<file path="config.mk">
export PLATFORM = sky130hd
export DESIGN_NAME = dkong_audio_post
export DESIGN_NICKNAME = d
export VERILOG_FILES = /design/src/rtl/dkong_audio_post.sv
export SDC_FILE = /design/constraint.sdc
export NUM_CORES = 1
export LEC_CHECK = 0
export CAP_MARGIN = 15
export CELL_PAD_IN_SITES_DETAIL_PLACEMENT = 1
export CELL_PAD_IN_SITES_GLOBAL_PLACEMENT = 2
export CORE_MARGIN = 4
export CORE_UTILIZATION = 35
export CTS_BUF_LIST = sky130_fd_sc_hd__clkbuf_4
export CTS_CLUSTER_DIAMETER = 30
export DETAILED_ROUTE_END_ITERATION = 10
export GPL_ROUTABILITY_DRIVEN = 1
export PLACE_DENSITY = 0.88
export SLEW_MARGIN = 5
export SYNTH_ARGS = -nofsm -noshare
export SYNTH_HDL_FRONTEND = slang
export SYNTH_SLANG_ARGS = --single-unit
</file>
<file path="constraint.sdc">
create_clock -name I_CLK_24576M -period 6.6 [get_ports I_CLK_24576M]
set_input_delay 0.99 -clock I_CLK_24576M [delete_from_list [all_inputs] [get_ports I_CLK_24576M]]
set_output_delay 0.99 -clock I_CLK_24576M [all_outputs]
set_load 0.01 [all_outputs]
</file>
<file path="src/rtl/dkong_audio_post.sv">
// ============================================================================
// Module   : dkong_audio_post
// Brief    : 48 kHz audio post-processing for the dkong_top 8-bit sound bus:
//            sample tick, mute, one-pole low-pass, optional DC block
//            (macro DKONG_AUDIO_DCBLOCK_EN), volume scale and saturation.
// Revision : 1.0  initial release
// ============================================================================
`default_nettype none

module dkong_audio_post #(
    parameter int DIV      = 512,
    parameter int LP_SHIFT = 2
) (
    input  logic               I_CLK_24576M,
    input  logic               I_RESETn,
    input  logic [7:0]         I_SND_DAT,
    input  logic               I_MUTE,
    input  logic [1:0]         I_VOL,
    output logic signed [15:0] O_AUDIO,
    output logic               O_SAMPLE_STB
);

    localparam logic [15:0] CNT_MAX = 16'(DIV - 1);

    logic [15:0]        cnt;
    logic               tick_q;
    logic               s_vld;
    logic               lp_vld;
    logic signed [15:0] s;
    logic signed [15:0] lp;
    logic signed [16:0] diff;
    logic signed [16:0] diff_sh;
    logic signed [17:0] d;
    logic signed [17:0] scaled;
    logic signed [15:0] sat;

    // Sample-rate divider plus one-hot valid chain: tick -> s -> lp -> out.
    always_ff @(posedge I_CLK_24576M or negedge I_RESETn) begin
        if (!I_RESETn) begin
            cnt    <= '0;
            tick_q <= 1'b0;
            s_vld  <= 1'b0;
            lp_vld <= 1'b0;
        end else begin
            cnt    <= (cnt == CNT_MAX) ? 16'd0 : cnt + 16'd1;
            tick_q <= (cnt == CNT_MAX);
            s_vld  <= tick_q;
            lp_vld <= s_vld;
        end
    end

    // Flipping the MSB turns offset-binary 0x80-silence into signed zero.
    always_ff @(posedge I_CLK_24576M or negedge I_RESETn) begin
        if (!I_RESETn) begin
            s <= '0;
        end else if (tick_q) begin
            s <= I_MUTE ? 16'sd0 : {~I_SND_DAT[7], I_SND_DAT[6:0], 8'h00};
        end
    end

    assign diff    = {s[15], s} - {lp[15], lp};
    assign diff_sh = diff >>> LP_SHIFT;

    always_ff @(posedge I_CLK_24576M or negedge I_RESETn) begin
        if (!I_RESETn) begin
            lp <= '0;
        end else if (s_vld) begin
            lp <= lp + 16'(diff_sh);
        end
    end

`ifdef DKONG_AUDIO_DCBLOCK_EN
    logic signed [17:0] hp;
    logic signed [15:0] lp_prev;
    logic signed [17:0] lp_ext;
    logic signed [17:0] lp_prev_ext;
    logic signed [17:0] hp_shr;
    logic signed [17:0] hp_next;

    assign lp_ext      = {{2{lp[15]}}, lp};
    assign lp_prev_ext = {{2{lp_prev[15]}}, lp_prev};
    assign hp_shr      = hp >>> 8;
    assign hp_next     = lp_ext - lp_prev_ext + hp - hp_shr;
    // The freshly computed high-pass value feeds this same output edge.
    assign d           = hp_next;

    always_ff @(posedge I_CLK_24576M or negedge I_RESETn) begin
        if (!I_RESETn) begin
            hp      <= '0;
            lp_prev <= '0;
        end else if (lp_vld) begin
            hp      <= hp_next;
            lp_prev <= lp;
        end
    end
`else
    assign d = {{2{lp[15]}}, lp};
`endif

    always_comb begin
        scaled = d;
        case (I_VOL)
            2'd0:    scaled = d >>> 2;
            2'd1:    scaled = d >>> 1;
            2'd2:    scaled = d;
            default: scaled = d <<< 1;
        endcase
    end

    always_comb begin
        sat = 16'(scaled);
        if (scaled > 18'sd32767) begin
            sat = 16'sh7FFF;
        end else if (scaled < -18'sd32768) begin
            sat = 16'sh8000;
        end
    end

    always_ff @(posedge I_CLK_24576M or negedge I_RESETn) begin
        if (!I_RESETn) begin
            O_AUDIO      <= '0;
            O_SAMPLE_STB <= 1'b0;
        end else begin
            O_SAMPLE_STB <= lp_vld;
            if (lp_vld) begin
                O_AUDIO <= sat;
            end
        end
    end

endmodule

`default_nettype wire
</file>
==> results of run 1 <==
## layout make-up
cell class | count | area, um^2
clock buffer | 9 | 67.56
clock inverter | 7 | 98.84
fill | 1350 | 6817
inverter | 25 | 93.84
multi-input combinational | 346 | 2459
sequential | 60 | 1501
tap | 143 | 178.9
timing repair buffer | 31 | 300.3
## cell usage in the layout, fill, tap and decap left out, types with 4 or more instances in the layout
cell type / count
a21oi_1: 35
a31oi_1: 4
and3_1: 5
clkbuf_4: 9
clkdlybuf4s50_1: 28
dfrtp_1: 60
ha_1: 23
inv_1: 25
mux2_2: 11
mux2i_1: 7
mux4_2: 4
nand2_1: 36
nand3_1: 20
nand3b_1: 10
nor2_1: 48
nor2b_1: 7
nor3_1: 7
o2111ai_1: 5
o211ai_1: 9
o21ai_0: 21
or3_1: 4
xnor2_1: 21
xor2_1: 11
## state kept, by name, indices dropped and copies added (netlist names)
| register | flops |
|---|---|
| s | 8 |
| O_AUDIO | 16 |
| lp_vld | 1 |
| tick_q | 1 |
| O_SAMPLE_STB | 1 |
| lp | 16 |
| s_vld | 1 |
| cnt | 16 |
## stage by stage
stage	area, um^2	hold WS [ns]	setup slack (ns)	std cells
floorplan	4150	0.3487	3.486	454
global placement	4533	0.4531	3.037	605
detailed placement	4533	0.4634	2.860	605
CTS	4700	0.4800	2.859	621
global route	4700	0.4921	2.537	621
finish	4700	0.4732	2.818	621
## cell families after synthesis
group           share of synthesized area (%)
buf+inv                                 4.582
simple gates                            20.47
fa+ha+maj                               7.658
mux                                     8.110
flops                                   36.18
xor+xnor                                6.753
compound gates                          16.25
## power by group
group          switching (mW)  internal (mW)  leakage (nW)
logic                  0.0159         0.0108          1.19
registers                   0          0.367         0.714
clock network           0.165          0.155        0.0865
total                   0.180          0.533          1.99
## critical path: cells and delay by family (launching register included)
| kind | cells | cell delay [ns] |
|---|---|---|
| adder cells (fa/ha/maj) | 2 | 0.70 |
| AND/OR/NAND/NOR | 3 | 0.30 |
| buffers and inverters | 1 | 0.10 |
| multiplexers | 1 | 0.24 |
| AO/OA/AOI/OAI | 8 | 1.85 |
| flip-flops | 1 | 0.48 |
## worst max path at each step
stage                   to  startpoint  cells past startpoint
floorplan           lp[15]       lp[9]                     15
global placement    lp[15]      lp[10]                     15
detailed placement  lp[15]       lp[9]                     15
CTS                 lp[15]       lp[9]                     15
global route        lp[15]       lp[9]                     15
finish              lp[15]       lp[9]                     15
## layer usage
layer,wire (um),vias up
li1,-,1664
met1,5289,1651
met2,4676,57
met3,305,12
met4,157,0
met5,0,-
==> results.md, run 1 <==
* Status: finished, final reports clean
* Largest net degree at the start of global routing at 61
* Initial DRC Count at about 220
* Synth Warn # at 0
* Post-synth EDFFs at 0
* Fin nets at 510
* Post-Syn Nets at roughly 500
* Reg2Reg Depth at 15
* Final core utilization at about 40%
* Clock Tree Buf Depth at 2
* Root Driver: clkbuf_4
* Die H at approximately 120 um
* Critical path data required time at approximately 6.9 ns
* Initial antenna violation count at 0
* Die area at 13660 um^2
* FF+latch count, synth at 60
* Post-DRT Antenna Nets at 0
* Core area at ~12000 um^2
* Final setup vio count at 0
* GRT busiest layer: met2
* CP peak stage delay at 0.48 ns
* Vias in the first global route at approximately 3500
* Seq/Total Area, Yosys at 36.18%
* Postcts setup bufs at 0
* N_diodes at 0
* Final min period at between 3 and 4 ns
* Hold Crit Depth at 1
* Tot GR Track Use at ~17%
* Max Transition Viols Final at 0
* Number of gates resized after CTS at 0
* Final WL at around 10 mm
* Critical-path cell list: inv_1, ha_1, a21o_2, a21oi_1, nand2_1, a21o_1, a211oi_1, nor2_1, ha_1, a21oi_1, o21ai_0, a22oi_1, o21ai_2, mux2_2, nand4b_1
* Clock Sinks at 60
* DRC viols at 0
* Global-route wire length before repair at about 18 mm
* R2r startpoint: lp[9]
* Met1 usage in global routing at between 20% and 30%
* Dpl hpwl at 7.610 mm
* Die width at ~120 um
* Slew headroom at between 40 and 50%
* Share of flip-flops with an asynchronous set or reset at between 90% and 100%
* Synth Area per Inst at 9.141 um^2
* Tot Pwr at a little over 0.7 mW
* Clk Latency, worst-skew pair at approximately 0.44 ns
* Worst endpoint data arrival time at roughly 4.1 ns
* RSZ-0062 raised after global routing: no
* Clk pin slew, worst setup/hold paths at about 0.12 ns
* Global route total overflow at 0
* Max_cap viols at 0
* # hold bufs at CTS at 0
* Count leader, synth: dfrtp_1
* Startpoint Class: flop
* Synth-to-layout area growth at 13.23%
* Endpoint, Worst Hold: cnt[6]
* IO Count at 30
* Starting Density at 36.04%
* VDD IR max at approximately 0.056 mV
* Ranking of synthesized cells by instance count: 60 x dfrtp_1, 48 x nor2_1, 36 x nand2_1
* Synth Flop Type: dfrtp_1
* Total CTS buffers at 9
* Critical path class: reg -> reg
* DR WL/cell at about 17 um
* DR vias/cell at 5.449
* Setup TNS Final at 0 ns
* Final Wtd Congestion at ~0.86
* Htree depth at 3
* Synth area leaders: dfrtp_1 36%, ha_1 6.9%, xnor2_1 4.4%
* Period utilization at between 50% and 60%
* GR Layer Usage met3 at 2.314%
* M2 GR Usage at approximately a quarter
* Final Hold Violating Endpoints at 0
* Cell variety after synth at 64
* Post-synth top area share at ~36%
* I/O Buffers at 29
* Rows at 39
* Pwr/cell area at around 150 nW/um^2
* Crit end category: flop
* Worst hold path type: reg -> reg
* Cell area after synthesis at roughly 4200 um^2
* Crit Path Max Fanout at 6
* Drt first pass iters at 4
* CTS tree: built
* Mapped Cells at about 450
* Share of cells above drive strength 1 at about a tenth
* Worst slew pin tran at between 0.8 and 0.9 ns
* Leak at 1.991 nW
* DR vias at around 3400
* HP Start: cnt[6]
* Worst R2R Setup Slack at about 2.8 ns
* Max stage delay cell, worst path: dfrtp_1
* R2r endpoint: lp[15]
* Yosys top cell by area: dfrtp_1
* Fmax at roughly 260 MHz
* Clk_skew at roughly 0.013 ns
No activity file was read; power rests on OpenSTA's default activity.
==> inputs of run 2 (changes only) <==
--- a/config.mk
+++ b/config.mk
@@ -14,7 +14,7 @@
 export CTS_CLUSTER_DIAMETER = 30
 export DETAILED_ROUTE_END_ITERATION = 10
 export GPL_ROUTABILITY_DRIVEN = 1
-export PLACE_DENSITY = 0.88
+export PLACE_DENSITY = 0.91
 export SLEW_MARGIN = 5
 export SYNTH_ARGS = -nofsm -noshare
 export SYNTH_HDL_FRONTEND = slang
==> constraint.sdc (replaced) <==
create_clock -name I_CLK_24576M -period 3.25 [get_ports I_CLK_24576M]
set_input_delay 0.4875 -clock I_CLK_24576M [delete_from_list [all_inputs] [get_ports I_CLK_24576M]]
set_output_delay 0.4875 -clock I_CLK_24576M [all_outputs]
set_load 0.01 [all_outputs]
==> run 2 against run 1 <==
  * Setup slack lost 2.7 ns
  * Cell area grew 7.2%
  * Worst hold slack worse by 0.26 ns
  * Sequential power increased by 100%
  * Non-clock buffer count is 40 higher
  * Register-to-register slack worse by 2.7 ns
==> results.md, run 2 (synthesized netlist as in run 1, its figures left out) <==
* Htree depth at 3
* Final WL at about 11 mm
* DR WL/cell at between 15 and 20 um
* Leak at 2.181 nW
* DR vias/cell at approximately 5.4
* Global-route wire length before repair at between 15 and 20 mm
* Clock Sinks at 60
* Synth-to-layout area growth at 21.34%
* Commonest non-fill, non-tap cell in the layout: dfrtp_1
* Fin nets at 550
* Max Transition Viols Final at 0
* Tot GR Track Use at between 10% and 20%
* Worst slew pin tran at about 0.95 ns
* Global route total overflow at 0
* Starting Density at 36.04%
* Largest regs: O_AUDIO (16), cnt (16), lp (16)
* Period utilization at between 90% and 100%
* Clock Tree Buf Depth at 2
* Die area at 13660 um^2
* Setup slack at placement at -0.1148 ns
* Sw frac at a little under a quarter
* GR Layer Usage met3 at 3.650%
* Fillcell total at around 1400
* Post-layout worst setup margin at about 0.15 ns
* Dpl hpwl at between 8 and 9 mm
* Core area at approximately 12000 um^2
* P_int at approximately 0.99 mW
* GRT busiest layer: met2
* Slew headroom at between 30% and 40%
* Total CTS buffers at 9
* Seq. cell area at 1503 um^2
* DR vias at approximately 3500
* Hold Worst Slack at between 0.2 and 0.25 ns
* Share of cells above drive strength 1 at 19.11%
* Critical path data required time at about 3.5 ns
* Largest net degree at the start of global routing at 41
* Drt first pass iters at 4
* Initial antenna violation count at 1
* Pwr/cell area at 258.9 nW/um^2
* Met1 usage in global routing at slightly above 20%
* Clock power frac at around two fifths
* Post-DRT Antenna Nets at 0
* Design Area, Final at 5036 um^2
* Worst endpoint data arrival time at approximately 3.4 ns
* Worst R2R Setup Slack at between 0.1 and 0.15 ns
* DRC viols at 0
* Crit Path Max Fanout at 4
* Sequential share of power at 57.2%
* Multi-input logic area at between 2000 and 3000 um^2
* Final setup vio count at 0
* M2 GR Usage at 28.97%
* Initial DRC Count at about 150
* Worst hold path type: in -> async
* Die H at approximately 120 um
* I/O Buffers at 29
* Max_cap viols at 0
* Rows at 39
* Status: finished, final reports clean
* Critical path class: reg -> reg
* IO Count at 30
* Clk Latency, worst-skew pair at 0.42 ns
* Final Hold Violating Endpoints at 0
* Die width at between 100 and 150 um
* VDD IR max at ~0.16 mV
* Combinational share of power at between 4 and 5%
* Final min period at about 3.1 ns
* Fmax at 322.3 MHz
* NetSw at 0.3118 mW
* Most frequent cells in the layout: 59 x dfrtp_1, 45 x nor2_1, 42 x buf_4, 35 x nand2_1, 32 x a21oi_1
* Clk_skew at 0.01635 ns
* Crit end category: flop
* Placed cell areas at between 4000 and 5000 um^2
* Vias in the first global route at ~3700
* Startpoint Class: flop
* CTS tree: built
* Root Driver: clkbuf_4
* Reg2Reg Depth at 16
* Final Wtd Congestion at 0.8205
* Clk pin slew, worst setup/hold paths at ~0.11 ns
* # hold bufs at CTS at 0
==> run 2: cell count changes in the layout (fill, tap and decap cells not counted), moves of 2 or more <==
cell	before	now
buf_4	2	42
clkinv_1	0	4
ha_1	23	19
a21oi_1	35	32
ha_4	0	3
inv_1	25	22
inv_2	0	3
nor2_1	48	45
nor2_2	0	3
a21oi_2	0	2
clkinv_4	2	0
o21ai_0	21	19
o21ai_1	0	2
==> run 2: cell type report <==
type,count,share of cell area [%]
clock buffer,9,1.342
sequential,60,29.84
multi-input combinational,346,50.29
clock inverter,7,1.143
antenna,1,0.04969
inverter,25,1.863
timing repair buffer,71,11.93
tap,143,3.553
==> run 2: repair_timing <==
action,in CTS,in global routing
resized for setup,2,17
buffers inserted,1,6
endpoints found under the setup margin,2,3
pin swaps,2,9
==> run 2: path summary, 6_finish.rpt <==
kind                                from      to
worst max-delay path               lp[8]  lp[15]
min in group I_CLK_24576M         cnt[8]  cnt[8]
worst min-delay path            I_RESETn   lp[3]
worst min register to register    cnt[8]  cnt[8]
worst max register to register     lp[8]  lp[15]
max in group asynchronous       I_RESETn  cnt[5]
==> run 2: critical path: stages, from the launching register on <==
cell and delay (ns):
dfrtp_1 0.42, inv_2 0.09, ha_4 0.21, and4b_2 0.22, nand3_2 0.12, nand2_2 0.08, a21o_1 0.21, a211oi_2 0.21
nor2_1 0.07, ha_1 0.36, a21oi_2 0.23, o21ai_1 0.10, a22oi_1 0.19, o21ai_2 0.09, buf_4 0.15, o211ai_1 0.11
nand4b_1 0.13
==> run 2: power by group through the flow <==
stage / logic, mW / clock network [mW] / registers, mW
after floorplan: 0.0202 / 0 / 0.761
after global placement: 0.0561 / 0 / 0.761
after detailed placement: 0.0567 / 0 / 0.761
after CTS: 0.0569 / 0.524 / 0.746
after global routing: 0.0620 / 0.556 / 0.746
final: 0.0552 / 0.502 / 0.746
==> run 2: routing by layer <==
| metal | vias to the layer above | routed length [um] |
|---|---|---|
| li1 | 1745 | - |
| met1 | 1730 | 4888 |
| met2 | 55 | 5474 |
| met3 | 13 | 339 |
| met4 | 0 | 198 |
| met5 | - | 0 |
==> run 2: metrics by stage <==
| step | TNS, ns | utilization (%) | instances | power, mW |
|---|---|---|---|---|
| after floorplan | 0 | - | 454 | 0.7811 |
| after global placement | 0 | 41.51 | 638 | 0.8167 |
| after detailed placement | -0.1736 | 41.51 | 638 | 0.8173 |
| after CTS | 0 | 42.73 | 655 | 1.327 |
| after global routing | -0.02999 | 43.73 | 662 | 1.365 |
| final | 0 | 43.73 | 662 | 1.304 |
